**config.mk**
```make
export PLATFORM = sky130hd
export DESIGN_NAME = ccff_chain_loader
export DESIGN_NICKNAME = d
export VERILOG_FILES = /design/src/rtl/ccff_chain_loader.sv
export SDC_FILE = /design/constraint.sdc
export NUM_CORES = 1
export LEC_CHECK = 0
export ABC_AREA = 1
export CAP_MARGIN = 5
export CORE_MARGIN = 2
export CORE_UTILIZATION = 40
export CTS_BUF_LIST = sky130_fd_sc_hd__clkbuf_2 sky130_fd_sc_hd__clkbuf_4 sky130_fd_sc_hd__clkbuf_8
export CTS_CLUSTER_SIZE = 20
export DETAILED_ROUTE_END_ITERATION = 7
export PLACE_DENSITY = 0.65
export SYNTH_ARGS = -nofsm -noshare
export SYNTH_HDL_FRONTEND = slang
export SYNTH_SLANG_ARGS = --single-unit
export TNS_END_PERCENT = 20
```
**constraint.sdc**
```tcl
create_clock -name prog_clk -period 2.4 [get_ports prog_clk]
set_input_delay 0.24 -clock prog_clk [delete_from_list [all_inputs] [get_ports prog_clk]]
set_output_delay 0.24 -clock prog_clk [all_outputs]
set_load 0.01 [all_outputs]
```
**src/rtl/ccff_chain_loader.sv**
```systemverilog
// ccff_chain_loader: loads host words serially into a ccff chain, with an optional rotate-and-compare verify pass
module ccff_chain_loader #(
    parameter int CHAIN_LEN = 12,
    parameter int WORD_W    = 8,
    parameter int CNT_W     = 5
) (
    input  logic              prog_clk,
    input  logic              prog_reset_n,
    input  logic              start,
    input  logic              verify_en,
    input  logic              abort,
    input  logic [WORD_W-1:0] cfg_data,
    input  logic              cfg_valid,
    output logic              cfg_ready,
    output logic              ccff_head,
    input  logic              ccff_tail,
    output logic              ccff_en,
    output logic              busy,
    output logic              done,
    output logic              error,
    output logic [CNT_W-1:0]  bit_count
);
    localparam int NW   = (CHAIN_LEN + WORD_W - 1) / WORD_W;
    localparam int BC_W = $clog2(WORD_W + 1);
    localparam logic [CNT_W-1:0] LAST = CNT_W'(CHAIN_LEN - 1);

    typedef enum logic [1:0] {IDLE, LOAD, VERIFY, DONE} state_t;

    state_t                state_q, state_d;
    logic [WORD_W-1:0]     buf_q, buf_d;
    logic [BC_W-1:0]       bc_q, bc_d;
    logic [CNT_W-1:0]      words_q, words_d;
    logic [CNT_W-1:0]      acc_q, acc_d;
    logic [CNT_W-1:0]      bit_count_q, bit_count_d;
    logic [CHAIN_LEN-1:0]  shadow_q, shadow_d;
    logic                  vfy_q, vfy_d;
    logic                  err_q, err_d;

    logic [CNT_W-1:0]      rem;
    logic [BC_W-1:0]       bc_load;
    logic [CHAIN_LEN-1:0]  sh_mask;
    logic                  sh_bit, accept, shift;

    // handshake, chain drive and next-state logic
    always_comb begin
        rem       = CNT_W'(CHAIN_LEN) - acc_q;
        bc_load   = (rem > CNT_W'(WORD_W)) ? BC_W'(WORD_W) : BC_W'(rem);
        sh_mask   = CHAIN_LEN'(1) << bit_count_q;
        sh_bit    = |(shadow_q & sh_mask);
        cfg_ready = (state_q == LOAD) && (bc_q <= BC_W'(1)) && (words_q < CNT_W'(NW));
        accept    = cfg_ready && cfg_valid;
        shift     = (state_q == LOAD) && (bc_q != '0);
        ccff_en   = shift || (state_q == VERIFY);
        ccff_head = shift ? buf_q[0] : ((state_q == VERIFY) ? sh_bit : 1'b0);
        busy      = (state_q == LOAD) || (state_q == VERIFY);
        done      = (state_q == DONE);
        error     = err_q;
        bit_count = bit_count_q;
        state_d     = state_q;
        buf_d       = buf_q;
        bc_d        = bc_q;
        words_d     = words_q;
        acc_d       = acc_q;
        bit_count_d = bit_count_q;
        shadow_d    = shadow_q;
        vfy_d       = vfy_q;
        err_d       = err_q;
        if (abort) begin
            state_d     = IDLE;
            buf_d       = '0;
            bc_d        = '0;
            words_d     = '0;
            acc_d       = '0;
            bit_count_d = '0;
            shadow_d    = '0;
            vfy_d       = 1'b0;
            err_d       = 1'b0;
        end else begin
            case (state_q)
                IDLE, DONE: begin
                    if (start) begin
                        state_d     = LOAD;
                        vfy_d       = verify_en;
                        buf_d       = '0;
                        bc_d        = '0;
                        words_d     = '0;
                        acc_d       = '0;
                        bit_count_d = '0;
                        err_d       = 1'b0;
                    end
                end
                LOAD: begin
                    if (shift) begin
                        buf_d       = buf_q >> 1;
                        bc_d        = bc_q - 1'b1;
                        shadow_d    = buf_q[0] ? (shadow_q | sh_mask) : (shadow_q & ~sh_mask);
                        bit_count_d = (bit_count_q == LAST && vfy_q) ? '0 : bit_count_q + 1'b1;
                        if (bit_count_q == LAST) state_d = vfy_q ? VERIFY : DONE;
                    end
                    if (accept) begin
                        buf_d   = cfg_data;
                        bc_d    = bc_load;
                        words_d = words_q + 1'b1;
                        acc_d   = acc_q + CNT_W'(bc_load);
                    end
                end
                VERIFY: begin
                    bit_count_d = bit_count_q + 1'b1;
                    if (ccff_tail != sh_bit) err_d = 1'b1;
                    if (bit_count_q == LAST) state_d = DONE;
                end
                default: state_d = IDLE;
            endcase
        end
    end

    // state and datapath registers
    always_ff @(posedge prog_clk or negedge prog_reset_n) begin
        if (!prog_reset_n) begin
            state_q     <= IDLE;
            buf_q       <= '0;
            bc_q        <= '0;
            words_q     <= '0;
            acc_q       <= '0;
            bit_count_q <= '0;
            shadow_q    <= '0;
            vfy_q       <= 1'b0;
            err_q       <= 1'b0;
        end else begin
            state_q     <= state_d;
            buf_q       <= buf_d;
            bc_q        <= bc_d;
            words_q     <= words_d;
            acc_q       <= acc_d;
            bit_count_q <= bit_count_d;
            shadow_q    <= shadow_d;
            vfy_q       <= vfy_d;
            err_q       <= err_d;
        end
    end
endmodule

```
==> summary.md, run 1 <==
| Metric | Value |
|---|---|
| Seq cells post-synth | `43` |
| Initial antenna violation count | `0` |
| Area Growth Syn to Fin | `19.4%` |
| Switching fraction of total power | `a little over two fifths` |
| Most frequent cells in the layout | `nand2_1, inv_1, dfrtp_1` |
| Synth Instances | `360` |
| Maximum clock insertion buffer count | `2` |
| Crit-path cells | `inv_1 -> ha_1 -> inv_1 -> nor2_1 -> o211ai_1 -> nor2_1 -> clkdlybuf4s50_1` |
| Cell-internal power | `1.51 mW` |
| Seq pwr share | `34.1%` |
| CP peak stage delay | `570 ps` |
| Largest net degree at the start of global routing | `31` |
| Prevailing post-synth register cell | `dfrtp_1` |
| Setup Viol. Count Final | `0` |
| Status | `complete, no violations` |
| Final Non-Filler Cells | `475` |
| Setup Skew | `12.2 ps` |
| Via count | `around 2400` |
| Wire per inst | `between 10 and 15 µm` |
| CP Capture Type | `output port` |
| Drt pass-1 iters | `4` |
| Cts bufs inserted | `5` |
| Hold crit path type | `input port to asynchronous set/reset pin` |
| WL final | `5.93 mm` |
| Post-synth EDFFs | `0` |
| Yosys cell types | `33` |
| Dpl hpwl | `4.34 mm` |
| Initial Util | `around two fifths` |
| Chip width | `85.9 µm` |
| Final Util | `49.9%` |
| Die Ht | `85.9 µm` |
| CTS tree | `built` |
| PortBufs | `25` |
| Post-DRT Antenna Nets | `0` |
| Largest family of logic cells by synthesized area | `simple AND/OR/NAND/NOR gates` |
| Cells after DPL | `about 460` |
| DR DRC count | `0` |
| CTS H-tree depth | `2` |
| Commonest non-fill, non-tap cell in the layout | `nand2_1` |
| Share of cells above drive strength 1 | `11.3%` |
| Gate power share | `47.9%` |
| Leakage | `1.55 nW` |
| Critical Setup Path Class | `register to output port` |
| Core Rows | `29` |
| Adder-cell share of the synthesized area | `7.46%` |
| Final hold viol count | `0` |
| Min Clock Period, post-route | `2280 ps` |
| Post-Syn Area per Cell | `between 7 and 8 µm²` |
| Total of max-cap violations | `0` |
| Slew margin rel. | `approximately three fifths` |
| Sequential share of the synthesized area | `40.1%` |
| Synth warn | `0` |
| Num ports | `26` |
| GR Overflow Total | `0` |
| Diode count | `0` |
| Worst-margin pin slew | `approximately 610 ps` |
| Compound-cell area share of the yosys netlist | `16.9%` |
| Clock power frac | `18.0%` |
| Syn nets | `about 390` |
| CTS Root Cell | `clkbuf_8` |
| Die ar. | `7380 µm²` |
| DRT iter0 DRCs | `109` |
| Final net count | `428` |
| Worst IR Drop VDD | `400 µV` |
| Core area | `roughly 6400 µm²` |
| Number of global-route vias before repair | `2262` |
| FFs w/ async S/R, synth | `100%` |
| First-pass GRT wire length | `10.4 mm` |
| RSZ-0062 raised after global routing | `yes` |
| CTS sink count | `43` |
| Fillers | `about 630` |
| Post-synthesis mux area share | `0%` |
| Critical path's slowest cell | `clkdlybuf4s50_1` |
| Fin. max-slew vios | `0` |
| Pwr dens | `812 nW/µm²` |
| Mapped cell area | `2690 µm²` |
| Crit Path Max Fanout | `5` |
| Net Sw Power | `1.09 mW` |
| GPL Wtd Cong | `0.888` |
| Worst-Skew Late Latency | `290 ps` |
| Area share of and/or/nand/nor cells after synthesis | `24.4%` |
| Fmax | `438 MHz` |
| Via/cell ratio | `5.06` |
| Worst setup SP type | `register` |
| CP Data Required Time | `2160 ps` |
| Total Routing Usage GR | `around 17%` |
| Post-synthesis xor/xnor area fraction | `0.652%` |
| Final period utilization | `95.2%` |
| WP data arrival | `about 2000 ps` |
| Worst-path clk slew | `~90 ps` |
worst paths after layout:
check | cells after the start | slack (ps) | startpoint | endpoint
min in group prog_clk | 2 | 500 | words_q[4] | words_q[4]
max in group asynchronous | 3 | 1320 | prog_reset_n | bit_count[1]
min | 2 | 360 | prog_reset_n | error
max | 7 | 120 | state_q[1] | cfg_ready
max reg2reg | 12 | 250 | state_q[0] | buf_q[7]
min reg2reg | 2 | 500 | words_q[4] | words_q[4]
kinds of logic (layout without fill, tap and decap cells):
group / Yosys count / after routing
AND/OR/NAND/NOR: 154 / 154
AO/OA/AOI/OAI: 76 / 76
buffers and inverters: 69 / 107
flip-flops: 43 / 43
adder cells (fa/ha/maj): 16 / 16
XOR/XNOR: 2 / 2
registers in the layout, indices dropped and copies added, names as in the netlist:
name / count
state_q: 2
vfy_q: 1
buf_q: 8
words_q: 5
bc_q: 4
bit_count: 5
shadow_q: 12
acc_q: 5
error: 1
cell usage after synthesis, types with 2 or more instances:
cell type | number | area share (%)
o22ai_1 | 4 | 0.93
buf_4 | 3 | 0.84
dfrtp_1 | 43 | 40
buf_2 | 3 | 0.56
nor3_1 | 3 | 0.56
nand2_1 | 84 | 12
inv_2 | 3 | 0.42
clkbuf_1 | 3 | 0.42
inv_1 | 55 | 7.7
o21ai_1 | 11 | 2.1
nor2_2 | 2 | 0.47
o21ai_0 | 21 | 3.9
a21oi_1 | 22 | 4.1
a311oi_1 | 12 | 3.9
nand4_1 | 4 | 0.93
nor2_1 | 31 | 4.3
ha_1 | 16 | 7.5
nand3_1 | 25 | 4.7
per-layer routing:
metal,track usage [%],wire length [µm],vias to the layer above
met5,0,0,-
met4,4.76,93,0
met3,2.98,140,9
met2,28.0,2740,27
met1,23.6,2950,1114
li1,-,-,1253
critical path: cells and delay by family, from the launching register on:
kind / cells / cell delay, ps
compound gates: 1 / 90
fa+ha+maj: 1 / 200
buf+inv: 3 / 760
flops: 1 / 430
simple gates: 2 / 280
area by class of cell:
type                       instances  area, µm²  area share (%)
sequential                        43       1080            33.6
clock buffer                       6       76.3            2.38
multi-input combinational        248       1360            42.4
inverter                          59        221            6.91
clock inverter                     2       12.5           0.390
timing repair buffer              40        360            11.2
tap                               77       96.3            3.01
power groups by stage:
| stage | clock, mW | sequential (mW) | combinational (mW) |
|---|---|---|---|
| floorplan | 0 | 0.895 | 0.869 |
| global route | 0.516 | 0.902 | 1.40 |
| detailed placement | 0 | 0.904 | 1.22 |
| finish | 0.468 | 0.888 | 1.25 |
| global placement | 0 | 0.904 | 1.21 |
| CTS | 0.486 | 0.888 | 1.24 |
metrics by stage:
step / total power [mW] / hold WS [ps] / worst slack (ps) / TNS [ps] / cell area, µm²
2_1_floorplan: 1.76 / -55.6 / 396 / 0 / 2690
4_1_cts: 2.61 / 370 / 15.5 / 0 / 3160
6_report: 2.60 / 359 / 116 / 0 / 3210
3_3_place_gp: 2.11 / 156 / 96.9 / 0 / 3040
3_5_place_dp: 2.12 / 158 / 80.9 / 0 / 3040
5_1_grt: 2.82 / 392 / -70.4 / -70.4 / 3210
repair_timing:
item | CTS | global route
hold buffers | 1 | 0
setup endpoints to repair | 1 | 15
endpoints found under the hold margin | 13 | 0
resized for setup | 5 | 10
pin swaps | 0 | 1
cloned | 0 | 0
setup buffers | 1 | 3
Power figures use the tool's default switching activity.
==> run 2: changes to the inputs <==
--- a/config.mk
+++ b/config.mk
@@ -10,6 +10,7 @@
 export CORE_MARGIN = 2
 export CORE_UTILIZATION = 40
 export CTS_BUF_LIST = sky130_fd_sc_hd__clkbuf_2 sky130_fd_sc_hd__clkbuf_4 sky130_fd_sc_hd__clkbuf_8
+export CTS_CLUSTER_DIAMETER = 40
 export CTS_CLUSTER_SIZE = 20
 export DETAILED_ROUTE_END_ITERATION = 7
 export PLACE_DENSITY = 0.65
==> results of run 2 <==
The final DEF is identical to that of run 1; final timing and power are the same.
==> run 3: changes to the inputs <==
--- a/config.mk
+++ b/config.mk
@@ -14,6 +14,7 @@
 export CTS_CLUSTER_SIZE = 20
 export DETAILED_ROUTE_END_ITERATION = 7
 export PLACE_DENSITY = 0.65
+export SLEW_MARGIN = 20
 export SYNTH_ARGS = -nofsm -noshare
 export SYNTH_HDL_FRONTEND = slang
 export SYNTH_SLANG_ARGS = --single-unit
==> results of run 3 <==
The final DEF is identical to that of run 1; final timing and power are the same.
==> RTL edit (settings of run 2) <==
Set the parameter `CHAIN_LEN` to 18 (it was 12).
--- a/src/rtl/ccff_chain_loader.sv
+++ b/src/rtl/ccff_chain_loader.sv
@@ -2,3 +2,3 @@
 module ccff_chain_loader #(
-    parameter int CHAIN_LEN = 12,
+    parameter int CHAIN_LEN = 18,
     parameter int WORD_W    = 8,
Formal check against the unedited RTL: same outputs for any inputs over 10 cycles, from zero or initial values and one cycle with prog_reset_n low; that may be too few to reach the edited logic, so the function may still have changed.
==> RTL edit against run 2 <==
- cell area is 14% higher
- first-iteration DRC count is 29% higher
- largest power group unchanged
- sequential cell count increased by 6
- critical path type unchanged
- worst setup slack improved by 0.024 ns
- synthesized area rose by 9.8%
- routed wire length up 12%
- via count grew 10%
- sequential power is 22% higher
- largest cell class unchanged
- total power is 22% higher
==> RTL edit: results (changes against run 2) <==
fmax_mhz: 442  # +1.0%
p_leak_nw: 1.73  # +11%
numCtsBuffers: 5  # unchanged
nNetsFinal: 464  # +8.4%
r2r_cells: 17  # +5
synthXorXnorAreaFrac_pct: 0.297  # -0.36 points
slowest_stage: "clkdlybuf4s50_1"
drt-total-wl_microns: 6630  # +12%
crit_path_end: "ccff_en"
clock_power_uw: 542  # +16%
gp_congestion: 0.883  # -0.54%
r2r_start: "acc_q[1]$_DFFE_PN0P_"
diodes: 0  # unchanged
ys_top_cells_by_area: "dfrtp_1 (42%), nand2_1 (9.3%), a21oi_1 (7.5%), ha_1 (6.8%), nor2_1 (6.6%)"
p_switching_mw: 1.29  # +18%
synth_fp_nets: 411  # +5.1%
clock_skew_ns: 0.0131  # +0.000903 ns
insertion_delay_ns: 0.31  # +0.02 ns
synthAdderAreaFrac_pct: 6.79  # -0.67 points
r2r_setup_slack_ns: 0.27  # +0.02 ns
hold-worst-slack_ns: 0.0327  # -0.326 ns
peakVddDrop_uv: 339  # -15%
root_buffer: "clkbuf_8"
gr-usage-all-layers_pct: 17.3  # +0.050 points
grt_pass1_wl_microns: 11800  # +13%
grt_pass1_vias: 2616  # +16%
drive_above_1_share_pct: 20.7  # +9.4 points
cp_data_arrival_time_ns: 2.02  # -0.02 ns
drt_iter0_drc: 141  # +29%
status: "finished, final reports clean"
switching_share_pct: 40.7  # -1.2 points
synthDistinctLibCells: 35  # +6.1%
dp_hpwl_microns: 4890  # +13%
dp_cells: 517  # +12%
combPwrFrac_pct: 49.0  # +1.1 points
worstMarginPinSlew_ns: 0.642  # +0.0345 ns
reg_top3: "shadow_q: 18 flops, buf_q: 8 flops"
dpl_cell_area_sq_um: 3420  # +13%
crit_start: "bc_q[0]$_DFFE_PN0P_"
grt_max_degree: 50  # +61%
ys_top_cells_by_count: "nand2_1 (73), nor2_1 (52), dfrtp_1 (49), a21oi_1 (44), inv_1 (37)"
nFillCells: 696  # +9.8%
drt-vias-per-instance: 4.97  # -1.7%
critical-path-top-delay-family: "buffers and inverters"
antenna_found_initial: 0  # unchanged
crit_fanout: 5  # unchanged
r2r_end: "acc_q[4]$_DFFE_PN0P_"
synth.yosys.warnings: 0  # unchanged
vias: 2651  # +10%
synth_compound_area_share_pct: 17.5  # +0.61 points
place_ws_ns: -0.00686  # -0.0878 ns
hold_path.class: "input port to asynchronous set/reset pin"
seq_area_frac_synth_pct: 41.6  # +1.5 points
slowest_delay_ns: 0.46  # -0.11 ns
syn-instance-count: 380  # +5.6%
synth_top_area_share_pct: 41.6  # +1.5 points
portBuffers: 25  # unchanged
## RTL edit: what timing repair did
| action | CTS | global route |
|---|---|---|
| resized for setup | 11 | 19 |
| endpoints found under the setup margin | 1 | 4 |
| setup buffers | 4 | 4 |
| cloned | 0 | 0 |
| pin swaps | 5 | 2 |
## RTL edit: layer usage
metal  track usage, %  part of all wire [%]  vias to the layer above
met5                0                     0                        -
met4             4.62                   1.7                        0
met3             2.60                   3.4                       10
met2             28.7                    47                       50
met1             23.7                    48                     1222
li1                 -                     -                     1369
## RTL edit: layout make-up
type                    count  area, sq um  area share [%]
clock buffers               7         96.3            2.63
repair buffers             52          443            12.1
well taps                  99          124            3.39
clock inverters             1         5.00           0.137
inverters                  47          176            4.82
flip-flops and latches     49         1230            33.5
multi-input cells         278         1590            43.4
